===== src/rtl/dac_spi_tx_if.sv =====
// Sample/strobe input and DAC serial-link/status signals of the serial DAC transmitter.
interface dac_spi_tx_if;
  localparam int unsigned DW = 12;

  logic          st;
  logic [DW-1:0] DI;
  logic          SCLK;
  logic          SYNC;
  logic          SDO;
  logic          BUSY;
  logic          DONE;
  logic          OVR;

  modport master (output st, DI, input SCLK, SYNC, SDO, BUSY, DONE, OVR);
  modport slave  (input st, DI, output SCLK, SYNC, SDO, BUSY, DONE, OVR);
endinterface


===== src/rtl/dac_spi_tx.sv =====
// Shifts {CTRL, DI} MSB-first to a serial DAC over SCLK/SYNC/SDO, one frame per accepted strobe.
module dac_spi_tx #(
  parameter int unsigned F_DIV = 4,
  parameter logic [3:0]  CTRL  = 4'b0000
) (
  input logic         clk,
  input logic         rst,
  dac_spi_tx_if.slave bus
);

  localparam int unsigned FW = 16;
  localparam int unsigned HW = 8;
  localparam int unsigned BW = 4;
  localparam int unsigned TW = 5;

  localparam logic [HW-1:0] HP_TC   = HW'(F_DIV - 1);
  localparam logic [BW-1:0] BIT_TC  = BW'(FW - 1);
  localparam logic [TW-1:0] TOG_TC  = TW'(2 * FW - 1);

  typedef enum logic {IDLE, SHIFT} state_e;

  state_e          state_q, state_d;
  logic            sclk_q, sclk_d;
  logic [FW-1:0]   shreg_q, shreg_d;
  logic [HW-1:0]   hp_q, hp_d;
  logic [BW-1:0]   bit_q, bit_d;
  logic [TW-1:0]   tog_q, tog_d;
  logic            done_q, done_d;
  logic            ovr_q, ovr_d;

  // State register; rst aborts any frame in flight
  always_ff @(posedge clk) begin
    if (rst) begin
      state_q <= IDLE;
      sclk_q  <= 1'b1;
      shreg_q <= '0;
      hp_q    <= '0;
      bit_q   <= '0;
      tog_q   <= '0;
      done_q  <= 1'b0;
      ovr_q   <= 1'b0;
    end else begin
      state_q <= state_d;
      sclk_q  <= sclk_d;
      shreg_q <= shreg_d;
      hp_q    <= hp_d;
      bit_q   <= bit_d;
      tog_q   <= tog_d;
      done_q  <= done_d;
      ovr_q   <= ovr_d;
    end
  end

  // Next-state: half-period divider drives SCLK toggles; shift happens on rising toggles
  always_comb begin
    state_d = state_q;
    sclk_d  = sclk_q;
    shreg_d = shreg_q;
    hp_d    = hp_q;
    bit_d   = bit_q;
    tog_d   = tog_q;
    done_d  = 1'b0;
    ovr_d   = ovr_q;

    case (state_q)
      IDLE: begin
        sclk_d = 1'b1;
        if (bus.st) begin
          state_d = SHIFT;
          shreg_d = {CTRL, bus.DI};
          hp_d    = '0;
          bit_d   = '0;
          tog_d   = '0;
        end
      end
      SHIFT: begin
        if (bus.st) begin
          ovr_d = 1'b1;
        end
        if (hp_q == HP_TC) begin
          hp_d   = '0;
          sclk_d = ~sclk_q;
          tog_d  = tog_q + TW'(1);
          if (!sclk_q) begin
            // The last rising edge leaves the register untouched
            if (bit_q != BIT_TC) begin
              shreg_d = {shreg_q[FW-2:0], 1'b0};
            end
            bit_d = bit_q + BW'(1);
          end
          if (tog_q == TOG_TC) begin
            state_d = IDLE;
            sclk_d  = 1'b1;
            done_d  = 1'b1;
          end
        end else begin
          hp_d = hp_q + HW'(1);
        end
      end
      default: state_d = IDLE;
    endcase
  end

  assign bus.SCLK = sclk_q;
  assign bus.SYNC = (state_q == IDLE);
  assign bus.SDO  = shreg_q[FW-1];
  assign bus.BUSY = (state_q == SHIFT);
  assign bus.DONE = done_q;
  assign bus.OVR  = ovr_q;

endmodule


===== src/flat_wrapper.sv =====
// flat-port wrapper written by rule: the top's interface ports become plain ports
module dac_spi_tx_flat 
#(
  parameter int unsigned F_DIV = 4,
  parameter logic [3:0]  CTRL  = 4'b0000
)
  (clk, rst, bus_st, bus_DI, bus_SCLK, bus_SYNC, bus_SDO, bus_BUSY, bus_DONE, bus_OVR);
  dac_spi_tx_if bus_i ();
  input logic clk;
  input logic rst;
  input wire logic [$bits(bus_i.st)-1:0] bus_st;
  input wire logic [$bits(bus_i.DI)-1:0] bus_DI;
  output wire logic [$bits(bus_i.SCLK)-1:0] bus_SCLK;
  output wire logic [$bits(bus_i.SYNC)-1:0] bus_SYNC;
  output wire logic [$bits(bus_i.SDO)-1:0] bus_SDO;
  output wire logic [$bits(bus_i.BUSY)-1:0] bus_BUSY;
  output wire logic [$bits(bus_i.DONE)-1:0] bus_DONE;
  output wire logic [$bits(bus_i.OVR)-1:0] bus_OVR;
  assign bus_i.st = bus_st;
  assign bus_i.DI = bus_DI;
  assign bus_SCLK = bus_i.SCLK;
  assign bus_SYNC = bus_i.SYNC;
  assign bus_SDO = bus_i.SDO;
  assign bus_BUSY = bus_i.BUSY;
  assign bus_DONE = bus_i.DONE;
  assign bus_OVR = bus_i.OVR;
  dac_spi_tx #(.F_DIV(F_DIV), .CTRL(CTRL)) u_core (.clk(clk), .rst(rst), .bus(bus_i));
endmodule

===== config.mk =====
export PLATFORM = sky130hd
export DESIGN_NAME = dac_spi_tx_flat
export DESIGN_NICKNAME = d
export VERILOG_FILES = /design/src/rtl/dac_spi_tx_if.sv /design/src/rtl/dac_spi_tx.sv /design/src/flat_wrapper.sv
export SDC_FILE = /design/constraint.sdc
export NUM_CORES = 1
export LEC_CHECK = 0
export ABC_AREA = 1
export CAP_MARGIN = 25
export CORE_UTILIZATION = 40
export CTS_BUF_LIST = sky130_fd_sc_hd__clkbuf_4
export DETAILED_ROUTE_END_ITERATION = 10
export SLEW_MARGIN = 30
export SYNTH_ARGS = -nofsm -noshare
export SYNTH_HDL_FRONTEND = slang
export SYNTH_SLANG_ARGS = --single-unit

===== constraint.sdc =====
create_clock -name clk -period 1.7 [get_ports clk]
set_input_delay 0.34 -clock clk [delete_from_list [all_inputs] [get_ports clk]]
set_output_delay 0.34 -clock clk [all_outputs]
set_load 0.01 [all_outputs]

Word-level counts from Yosys, hierarchy flattened. Cells that the tools add are included.

Logic and storage cells: 49. Memories: 0. RAM bits: 0. Output and inout port bits: 6. Register bits: 37. ROM bits: 0. Latch bits: 0.

Add/subtract/negate cells: 3. Reductions and logical operators: 5. Equality and inequality tests: 7. Multiplexer cells: 23. Shift operators: 0. Order comparisons: 0. Multipliers: 0. Div/mod/pow operators: 0. Bitwise logic cells: 3.

Operators with widths (count): 2-to-1 mux 16 bit (4); case mux 16 bit (2 select lines) (1); 2-to-1 mux 8 bit (2); case mux 8 bit (2 select lines) (1); 2-to-1 mux 4 bit (3); 2-to-1 mux 5 bit (2); case mux 5 bit (2 select lines) (1); adder 8 x 1 -> 8 bit (second input constant) (1); equality test 8 x 2 -> 1 bit (second input constant) (1); != test 2 bit (second input constant) (4); case mux 4 bit (2 select lines) (1); 2-to-1 mux 1 bit (6); adder 5 x 1 -> 5 bit (second input constant) (1); equality test 5 bit (second input constant) (1); adder 4 x 1 -> 4 bit (second input constant) (1); != test 4 bit (second input constant) (1); case mux 1 bit (2 select lines) (2); AND reduction 2 bit (2); AND reduction 4 bit (1); NOT 1 bit (3); AND reduction 3 bit (1); OR reduction 3 bit (1).

Logic depth before layout (Yosys ltp).
Depth after elaboration: 5. Depth in mapped cells: 9. Depth with buffers taken out: 9.

Worst setup path before layout. OpenSTA, ideal clock, no wires.

Kind: flip-flop to flip-flop. Start: register u_core.bit_q[0]. End: register u_core.shreg_q[1]. Library setup time: 115 ps. Arrival time: 1246 ps. Buffers on the path: 1. Stages on the path, launching flop included: 9. Period minus slack after synthesis: 1361 ps. Path slack: 339 ps. Path through: dfxtp_1 -> ha_1 -> nand2_1 -> clkinv_1 -> a31oi_4 -> buf_6 -> nand3_1 -> nand2_1 -> nor2_1.

Longest elaborated chain between the ends: 3.

RTL lines: start, declared (RTL line dac_spi_tx.sv:26) `logic [BW-1:0] bit_q, bit_d;`; start signal, assigned (RTL line dac_spi_tx.sv:47) `bit_q <= bit_d;`; != test 4 bit (RTL line dac_spi_tx.sv:86) `if (bit_q != BIT_TC) begin`; != test 2 bit (no source line); AND reduction 4 bit (no source line); end signal, assigned (RTL line dac_spi_tx.sv:45) `shreg_q <= shreg_d;`; end, declared (RTL line dac_spi_tx.sv:24) `logic [FW-1:0] shreg_q, shreg_d;`.

Every way passes these cells. A chain may end at the register's enable or synchronous reset.

Worst setup path after layout.
Start: register u_core.sclk_q, in the netlist u_core.bus.SCLK. End: output port bus_SCLK.

RTL lines: start, declared (RTL line dac_spi_tx.sv:23) `logic sclk_q, sclk_d;`; start signal, assigned (RTL line dac_spi_tx.sv:44) `sclk_q <= sclk_d;`; end, declared (RTL line flat_wrapper.sv:13) `output wire logic [$bits(bus_i.SCLK)-1:0] bus_SCLK;`.

No word-level cell between the ends.

==> impl_metrics.ini <==
[global_routing]
grt_first_pass_wirelength_um = 6620
grt_antenna_before_repair = 0
first_global_vias = 1514
top_usage_layer = met2
met3_usage_pct = 3.80
use_met1_pct = 22.2
grt_usage_pct = 16.3
grt_max_degree = 23
use_met2_pct = 25.6
grt_overflow = 0

[die]
rows = 24
dieArea_um2 = 5110
start_util_pct = 42.8
die_h_um = 71.5
core_um2 = 4500
die_w_um = 71.5
io_pins = 21

[sta]
min_period_ns = 1.65
setup_viol = 0
worstMarginPinSlew_ns = 0.232
skew_ns = 0.0101
timing.hold.ws_ns = 0.474
fin_crit_sh_pct = 97.0
fin_ws_ns = 0.0504
relSlewSlack_pct = 84.6
max_freq_ghz = 0.606
hold_viol = 0
drv_slew = 0

[worst_setup_path]
worst_setup_path_start_kind = flop
critPathBufInv = 1
max_stage_delay_ns = 0.56
arrival_ns = 1.31
path_cells = clkdlybuf4s50_1
endpoint_kind = output port
worstSetupPathType = flop to output port
required_ns = 1.36
crit_family = buffers and inverters
cp_slowest_cell = clkdlybuf4s50_1
crit_fanout = 4

[drt]
wirelength_um = 3750
drc = 0
avgRoutedWirePerCell_um = 10.9
vias = 1680
vias_per_cell = 4.87
drtIter0Drc = 98
drtPass1Iterations = 4
ant_nets = 0

[worst_hold_path]
worst_hold_path_type = flop to flop

[layout]
nets = 312
layout-drive-gt1-share_pct = 14.3
num_antenna_cells = 0
syn2layout_area_growth_pct = 20.6
final_cell_mix = nand2_1, dfxtp_1, nor2_1
layout_commonest_cell = nand2_1

[clock_tree]
hold_buffers = 0
clock_latency_ns = 0.34
cts-buffers-inserted = 5
clock-sinks = 37
htreeDepth = 2
clkSlewWorstSetupHoldPaths_ns = 0.11
clockBufferDepth = 2
tritoncts = done
clockRootBuffer = clkbuf_4

[logic_synthesis]
syn-num-nets = 281
synth_cell_types = 30
yosysSeqAreaShare_pct = 38.4
syn_area_um2 = 1930
yosysWarnings = 0
avgSynthCellArea_um2 = 7.39
synthCells = 261
synth-seq-cells = 37

[placed_design]
gp_congestion = 0.780
place_ws_ns = 0.102
post-dp-hpwl_um = 2580
portBuffers = 20

[run_status]
status = complete, no violations

[power_and_ir_drop]
ir_drop_uv = 490
p_leak_nw = 1.02
powerDensity_nw_per_um2 = 808

[run]
max_cap_violations = 0
==> flip-flops by register name (all words and copies together) (netlist names) <==
| name | flops |
|---|---|
| u_core.bus.DONE | 1 |
| u_core.bus.SCLK | 1 |
| u_core.bus.BUSY | 1 |
| u_core.bus.OVR | 1 |
| u_core.bit_q | 4 |
| u_core.shreg_q | 16 |
| u_core.tog_q | 5 |
| u_core.hp_q | 8 |
==> cell usage after synthesis <==
| library cell | number | area [µm²] |
|---|---|---|
| a21oi_1 | 27 | 135 |
| a21oi_2 | 1 | 8.76 |
| a31o_2 | 1 | 8.76 |
| a31oi_4 | 1 | 21.3 |
| and3_1 | 1 | 6.26 |
| buf_2 | 1 | 5.00 |
| buf_4 | 1 | 7.51 |
| buf_6 | 6 | 67.6 |
| clkbuf_1 | 4 | 15.0 |
| clkinv_1 | 1 | 3.75 |
| dfxtp_1 | 37 | 741 |
| ha_1 | 5 | 62.6 |
| inv_1 | 14 | 52.6 |
| inv_2 | 7 | 26.3 |
| mux2i_1 | 11 | 110 |
| nand2_1 | 62 | 233 |
| nand2_2 | 2 | 12.5 |
| nand2_4 | 1 | 11.3 |
| nand3_1 | 26 | 130 |
| nand3_2 | 1 | 10.0 |
| nand3_4 | 1 | 17.5 |
| nand4_1 | 3 | 18.8 |
| nor2_1 | 33 | 124 |
| nor2_2 | 1 | 6.26 |
| nor2_4 | 2 | 22.5 |
| nor3_1 | 1 | 5.00 |
| o21a_1 | 1 | 7.51 |
| o21ai_0 | 4 | 20.0 |
| o21ai_1 | 1 | 5.00 |
| xor2_1 | 4 | 35.0 |
==> worst paths after layout <==
path / end / depth (start not counted) / slack [ns] / startpoint
worst max-delay path: bus_SCLK / 1 / 0.05 / u_core.bus.SCLK
worst max register to register: u_core.shreg_q[1] / 9 / 0.20 / u_core.hp_q[0]
worst min-delay path: u_core.tog_q[4] / 2 / 0.47 / u_core.tog_q[4]
worst min register to register: u_core.tog_q[4] / 2 / 0.47 / u_core.tog_q[4]
==> kinds of logic after synthesis <==
logic type / count (synthesis) / share of synthesized area (%)
xor gates and xnor gates: 4 / 1.82
and+or+nand+nor: 134 / 30.9
DFF: 37 / 38.4
adders and majority gates: 5 / 3.24
buffers and inverters: 34 / 9.21
muxes: 11 / 5.71
AOI/OAI and AO/OA: 36 / 10.7
==> through the flow <==
stage,power [mW],std cells,area (µm²),util (%),TNS (ns)
floorplan,1.17,261,1930,-,0
global placement,1.28,335,2230,49.5,0
detailed placement,1.28,335,2230,49.5,0
CTS,1.90,343,2310,51.3,0
global route,1.98,345,2330,51.7,-0.00309
finish,1.88,345,2330,51.7,0
==> repair_timing <==
action,CTS,global route
setup endpoints to repair,2,2
gates resized for setup,2,0
setup buffers,0,2
==> power by group <==
part | switching [mW] | internal [mW]
Combinational | 0.164 | 0.156
Sequential | 0.0305 | 0.912
Clock | 0.296 | 0.322
==> cell type report <==
cell class | count | area, µm²
clock buffer | 6 | 45.0
clock inverter | 2 | 33.8
fill | 465 | 2180
inverter | 22 | 82.6
multi-input combinational | 190 | 1010
sequential | 37 | 744
tap | 52 | 65.1
timing repair buffer | 36 | 345
==> routing by layer <==
layer  up-vias  wire length, µm
met2        19             1640
li1        910                -
met3         5               95
met5         -                0
met1       746             1970
met4         0               40
Note: power is estimated with default switching activity, not from simulation.
